## src/rtl/uart_apb_fifo_regif.sv

```systemverilog
// uart_apb_fifo_regif: APB register front-end for the UART.
// Holds the TX and RX character FIFOs and the DR/FR/IFLS/IMSC/RIS/MIS/ICR
// registers, and produces the TX, RX and combined interrupt lines.
// Optional feature: define UART_APB_LVL_REG_EN to add the read-only level
// register at byte offset 0x050 ({RX level, TX level}).
module uart_apb_fifo_regif #(
  parameter int DATA_W     = 8,
  parameter int FIFO_DEPTH = 16
) (
  input  logic              PCLK,
  input  logic              PRESETn,
  input  logic              PSEL,
  input  logic              PENABLE,
  input  logic              PWRITE,
  input  logic [11:2]       PADDR,
  input  logic [15:0]       PWDATA,
  output logic [15:0]       PRDATA,
  output logic [DATA_W-1:0] tx_data,
  output logic              tx_valid,
  input  logic              tx_ready,
  input  logic [DATA_W-1:0] rx_data,
  input  logic [2:0]        rx_err,
  input  logic              rx_valid,
  output logic              UARTTXINTR,
  output logic              UARTRXINTR,
  output logic              UARTINTR
);

  localparam int AW  = $clog2(FIFO_DEPTH);
  localparam int LW  = AW + 1;
  localparam int RXW = DATA_W + 3;

  // Word addresses (byte offset >> 2)
  localparam logic [9:0] ADDR_DR   = 10'h000;
  localparam logic [9:0] ADDR_FR   = 10'h006;
  localparam logic [9:0] ADDR_IFLS = 10'h00D;
  localparam logic [9:0] ADDR_IMSC = 10'h00E;
  localparam logic [9:0] ADDR_RIS  = 10'h00F;
  localparam logic [9:0] ADDR_MIS  = 10'h010;
  localparam logic [9:0] ADDR_ICR  = 10'h011;
  localparam logic [9:0] ADDR_LVL  = 10'h014;

  localparam logic [10:0] IMSC_BITS = 11'h430;
  localparam logic [LW-1:0] DEPTH_L = LW'(FIFO_DEPTH);

  logic [DATA_W-1:0] tx_mem [FIFO_DEPTH];
  logic [RXW-1:0]    rx_mem [FIFO_DEPTH];

  logic [LW-1:0] tx_wr, tx_rd, rx_wr, rx_rd;
  logic [LW-1:0] tx_level, rx_level;
  logic          tx_full, tx_empty, rx_full, rx_empty;
  logic          tx_push, tx_pop, rx_push, rx_pop, oe_set, oe_clr;
  logic          wr_acc, rd_acc, rd_setup;
  logic [5:0]    ifls;
  logic [10:0]   imsc, ris, mis;
  logic          oeris, started;
  logic [RXW-1:0] rx_head;
  logic [15:0]   rd_val;
  logic          unused_ok;

  assign unused_ok = &{1'b0, PWDATA};

  // Maps an IFLS select code to a FIFO level threshold (5..7 act as 4).
  function automatic logic [LW-1:0] trig(input logic [2:0] sel);
    case (sel)
      3'd0:    return LW'(FIFO_DEPTH / 8);
      3'd1:    return LW'(FIFO_DEPTH / 4);
      3'd2:    return LW'(FIFO_DEPTH / 2);
      3'd3:    return LW'(FIFO_DEPTH * 3 / 4);
      default: return LW'(FIFO_DEPTH * 7 / 8);
    endcase
  endfunction

  assign wr_acc   = PSEL &  PENABLE &  PWRITE;
  assign rd_acc   = PSEL &  PENABLE & ~PWRITE;
  assign rd_setup = PSEL & ~PENABLE & ~PWRITE;

  assign tx_level = tx_wr - tx_rd;
  assign rx_level = rx_wr - rx_rd;
  assign tx_full  = (tx_level == DEPTH_L);
  assign rx_full  = (rx_level == DEPTH_L);
  assign tx_empty = (tx_level == '0);
  assign rx_empty = (rx_level == '0);

  // A pop on a full FIFO frees the slot the same-cycle push needs.
  assign tx_pop  = tx_valid & tx_ready;
  assign tx_push = wr_acc & (PADDR == ADDR_DR) & (~tx_full | tx_pop);
  assign rx_pop  = rd_acc & (PADDR == ADDR_DR) & ~rx_empty;
  assign rx_push = rx_valid & (~rx_full | rx_pop);
  assign oe_set  = rx_valid & rx_full & ~rx_pop;
  assign oe_clr  = wr_acc & (PADDR == ADDR_ICR) & PWDATA[10];

  assign tx_valid = ~tx_empty;
  assign tx_data  = tx_valid ? tx_mem[tx_rd[AW-1:0]] : '0;
  assign rx_head  = rx_mem[rx_rd[AW-1:0]];

  assign ris = {oeris, 4'b0,
                started & (tx_level <= trig(ifls[2:0])),
                started & (rx_level >= trig(ifls[5:3])),
                4'b0};
  assign mis = ris & imsc;

  assign UARTRXINTR = mis[4];
  assign UARTTXINTR = mis[5];
  assign UARTINTR   = |mis;

  // FIFO storage writes.
  // NOTE: storage arrays are deliberately not reset; validity is tracked by the pointers alone.
  always_ff @(posedge PCLK) begin
    if (tx_push) tx_mem[tx_wr[AW-1:0]] <= PWDATA[DATA_W-1:0];
    if (rx_push) rx_mem[rx_wr[AW-1:0]] <= {rx_err, rx_data};
  end

  // Read-data multiplexer for the addressed register.
  // NOTE: default assignment first so every path assigns rd_val and no latch is inferred.
  always_comb begin
    rd_val = '0;
    case (PADDR)
      ADDR_DR:   rd_val = rx_empty ? '0
                                   : 16'({oeris, rx_head[RXW-1 -: 3], 8'(rx_head[DATA_W-1:0])});
      ADDR_FR:   rd_val = 16'({tx_empty, rx_full, tx_full, rx_empty, tx_valid, 3'b0});
      ADDR_IFLS: rd_val = 16'(ifls);
      ADDR_IMSC: rd_val = 16'(imsc);
      ADDR_RIS:  rd_val = 16'(ris);
      ADDR_MIS:  rd_val = 16'(mis);
`ifdef UART_APB_LVL_REG_EN
      ADDR_LVL:  rd_val = {8'(rx_level), 8'(tx_level)};
`else
      ADDR_LVL:  rd_val = '0;
`endif
      default:   rd_val = '0;
    endcase
  end

  // Pointers, control registers, sticky overrun flag and read-data capture.
  // NOTE: sequential state uses non-blocking assignments so all flops update from pre-edge values.
  always_ff @(posedge PCLK or negedge PRESETn) begin
    if (!PRESETn) begin
      tx_wr   <= '0;
      tx_rd   <= '0;
      rx_wr   <= '0;
      rx_rd   <= '0;
      ifls    <= 6'b010_010;
      imsc    <= '0;
      oeris   <= 1'b0;
      started <= 1'b0;
      PRDATA  <= '0;
    end else begin
      started <= 1'b1;
      if (tx_push) tx_wr <= tx_wr + LW'(1);
      if (tx_pop)  tx_rd <= tx_rd + LW'(1);
      if (rx_push) rx_wr <= rx_wr + LW'(1);
      if (rx_pop)  rx_rd <= rx_rd + LW'(1);
      if (wr_acc && PADDR == ADDR_IFLS) ifls <= PWDATA[5:0];
      if (wr_acc && PADDR == ADDR_IMSC) imsc <= PWDATA[10:0] & IMSC_BITS;
      // A new overrun in the same cycle as an ICR clear keeps the flag set.
      if (oe_set)      oeris <= 1'b1;
      else if (oe_clr) oeris <= 1'b0;
      if (rd_setup) PRDATA <= rd_val;
    end
  end

endmodule

```

## config.mk

```make
export PLATFORM = sky130hd
export DESIGN_NAME = uart_apb_fifo_regif
export DESIGN_NICKNAME = d
export VERILOG_FILES = /design/src/rtl/uart_apb_fifo_regif.sv
export SDC_FILE = /design/constraint.sdc
export NUM_CORES = 1
export LEC_CHECK = 0
export CORE_ASPECT_RATIO = 0.6
export CORE_UTILIZATION = 45
export CTS_CLUSTER_DIAMETER = 100
export DETAILED_ROUTE_END_ITERATION = 8
export GPL_TIMING_DRIVEN = 0
export PLACE_DENSITY_LB_ADDON = 0.08
export SYNTH_ARGS = -nofsm -noshare
export SYNTH_HDL_FRONTEND = slang
export SYNTH_SLANG_ARGS = --single-unit
export TNS_END_PERCENT = 50
```

## constraint.sdc

```tcl
create_clock -name PCLK -period 4.2 [get_ports PCLK]
set_input_delay 0.84 -clock PCLK [delete_from_list [all_inputs] [get_ports PCLK]]
set_output_delay 0.84 -clock PCLK [all_outputs]
set_load 0.01 [all_outputs]
```

==> results.sh <==
export IMPL_run_status="finished with violations"
export IMPL_failed_checks="DRC"
export IMPL_synth_most_common_cell="edfxtp_1"
export IMPL_power_density_nw_per_um2=548
export IMPL_antenna_found_initial=0
export IMPL_synth_compound_area_share_pct=4.36
export IMPL_pwr_share_clk_pct=31.4
export IMPL_cp_data_required_time_ps=3360
export IMPL_fin_crit_sh_pct=98.1
export IMPL_fill_cells=2462
export IMPL_die_x_um=234
export IMPL_critical_path_class="flip-flop to primary output"
export IMPL_synth_simple_area_share_pct=6.50
export IMPL_yosysWarnings=0
export IMPL_path_max_fanout=4
export IMPL_clk_pin_slew_ps=60
export IMPL_grt_first_pass_wirelength_um=52700
export IMPL_drt_total_wl_um=36300
export IMPL_clock_fmax_mhz=243
export IMPL_vias_per_cell=5.90
export IMPL_maxSlewHeadroom_pct=30.6
export IMPL_dp_cells=1304
export IMPL_tightest_slew_ps=1040
export IMPL_nets=1014
export IMPL_comb_power_share_pct=25.0
export IMPL_clock_sinks=347
export IMPL_start_kind="flip-flop"
export IMPL_placementRows=50
export IMPL_total_power_uw=9440
export IMPL_fin_worst_skew_ps=13.6
export IMPL_synth_area_per_cell_um2=17.8
export IMPL_synthTopCellsByCount="304 x edfxtp_1, 69 x mux4_2, 54 x nand2_1"
export IMPL_grt_max_degree=23
export IMPL_ant_nets=0
export IMPL_async_reset_ff_share_pct=12.4
export IMPL_io_buffers=59
export IMPL_clk_latency_ps=510
export IMPL_core_area_um2=31500
export IMPL_yosysTopAreaCell="edfxtp_1"
export IMPL_switching_share_pct=29.3
export IMPL_syn_inst=819
export IMPL_pwr_share_seq_pct=43.7
export IMPL_initial_core_util_pct=46.2
export IMPL_dp_hpwl_um=24800
export IMPL_synth_adder_area_share_pct=2.34
export IMPL_synthMuxAreaShare_pct=13.3
export IMPL_instances_no_fill=1384
export IMPL_ys_seq_area_share_pct=70.2
export IMPL_synthTopCellsByArea="edfxtp_1 63%, mux4_2 11%, dfrtp_1 7.1%"
export IMPL_cts_buffer_depth=3
export IMPL_wl_per_cell_um=26.2
export IMPL_drcViolationCount=7
export IMPL_drtIter0Drc=868
export IMPL_arrival_ps=3280
export IMPL_cellLeakagePower_uw=0.00593
export IMPL_synth_top_family_by_area="multiplexers"
export IMPL_synthXorXnorAreaFrac_pct=1.38
export IMPL_postLayoutCellArea_um2=17200
export IMPL_pin_count=72
export IMPL_cts_inserted_buffers=34
export IMPL_hold_path_class="primary input to asynchronous set/reset pin"
export IMPL_p_sw_uw=2770
export IMPL_vias=8168
export IMPL_root_buffer="clkbuf_16"
export IMPL_setup_violations=0
export IMPL_drive_gt1_share_pct=24.0
export IMPL_end_kind="primary output"
export IMPL_grt_pass1_vias=8146
export IMPL_vdd_ir_drop_worst_mv=0.306
export IMPL_synth_cell_types=75
export IMPL_drv_cap=0
export IMPL_synth_edf_count=304
export IMPL_rsz0062_at_grt="false"
export IMPL_yosysTopAreaCellShare_pct=62.8
export IMPL_overflow=0
export IMPL_cts_tree="done"
export IMPL_place_area_um2=15800
export IMPL_place_gp_congestion=0.871
export IMPL_htreeDepth=2
export IMPL_yosys_register_bits=347
export IMPL_synth_area_um2=14500
export IMPL_grt_usage_pct=22.4
export IMPL_hold_violations=0
export IMPL_die_h_um=141
export IMPL_n_antenna_cell=0
export IMPL_drt_pass1_iterations=9
export IMPL_cell_internal_pwr_uw=6670
export IMPL_drv_slew=0
export IMPL_syn2layout_area_growth_pct=18.3
export IMPL_dieArea_um2=33100
export IMPL_ys_flop_type="edfxtp_1"
export IMPL_fin_crit_ps=4120
[logic make-up after synthesis]
family | Yosys count
DFF | 347
other | 2
buffers and inverters | 63
muxes | 106
xor gates and xnor gates | 23
AOI/OAI and AO/OA | 86
adders and majority gates | 26
and+or+nand+nor | 166
[flip-flops by register name (all words and copies together) (netlist names)]
name / count
PRDATA: 12
ifls: 6
imsc: 3
oeris: 1
rx_mem: 176
rx_rd: 5
rx_wr: 5
started: 1
tx_mem: 128
tx_rd: 5
tx_wr: 5
[what timing repair did]
action	in CTS	in global routing
gates resized for setup	47	13
endpoints found under the setup margin	147	8
hold buffers	0	0
buffers inserted	22	4
pin swaps	5	7
[worst paths after layout]
check	start	to	slack, ps	depth (start not counted)
setup / recovery	tx_wr[0]$_DFFE_PN0P_	tx_data[4]	80	11
hold / removal	PRESETn	PRDATA[3]$_DFFE_PN0P_	320	1
setup reg to reg	rx_rd[1]$_DFFE_PN0P_	rx_mem[8][4]$_DFFE_PP_	450	10
hold reg to reg	rx_rd[4]$_DFFE_PN0P_	rx_rd[4]$_DFFE_PN0P_	490	1
max in group asynchronous	PRESETn	tx_wr[2]$_DFFE_PN0P_	3350	2
min in group PCLK	rx_rd[4]$_DFFE_PN0P_	rx_rd[4]$_DFFE_PN0P_	490	1
[power groups by stage]
stage | logic, uW | registers, uW | clock network (uW)
global route | 2520 | 4140 | 3130
global placement | 2080 | 4150 | 0
detailed placement | 2170 | 4180 | 0
CTS | 2280 | 4120 | 3010
floorplan | 1340 | 4130 | 0
finish | 2350 | 4120 | 2960
[metal layers]
layer | vias to the layer above | wire length (um) | global-route usage [%]
li1 | 3530 | - | -
met1 | 4250 | 17900 | 37.1
met2 | 338 | 14300 | 29.3
met3 | 50 | 3640 | 5.89
met4 | 0 | 448 | 4.27
met5 | - | 0 | 0
[layout make-up]
type / instances / area [um^2] / area share [%]
Timing Repair Buffer: 92 / 881 / 5.12
Buffer: 33 / 194 / 1.13
Sequential cell: 347 / 10200 / 59.4
Inverter: 24 / 111 / 0.647
Tap cell: 416 / 520 / 3.02
Clock buffer: 45 / 933 / 5.42
Clock inverter: 15 / 131 / 0.763
Multi-Input combinational cell: 412 / 4220 / 24.5
[stage by stage]
step	worst slack [ps]	hold slack (ps)	setup TNS, ps	utilization [%]
4_1_cts	-67.2	314	-131	54.4
6_report	81.4	320	0	54.7
3_5_place_dp	-950	477	-29000	50.2
5_1_grt	0.900	346	0	54.7
3_3_place_gp	-1750	453	-113100	49.8
2_1_floorplan	363	460	0	-
[layout by cell type, fill, tap and decap left out, types with 15 or more instances in the layout]
master           synthesis  routed
edfxtp_1               304     304
mux2i_1                 29      29
ha_1                    24      21
clkbuf_1                15      16
clkbuf_16                0      36
mux4_2                  69      69
nand2_1                 54      54
dfrtp_1                 41      33
buf_4                    4      28
and2_1                  17      17
nor2_1                  15      15
clkdlybuf4s50_1          0      46
inv_1                   22      16
[critical path, stage by stage, from the launching register on]
cell,delay [ps]
dfrtp_1,420
inv_2,100
ha_2,180
inv_1,50
fa_1,390
xor2_1,200
or3b_4,420
a2111oi_4,260
buf_6,170
buf_4,110
and2b_1,180
dlygate4sd2_1,280
Note: power is estimated with default switching activity, not from simulation.
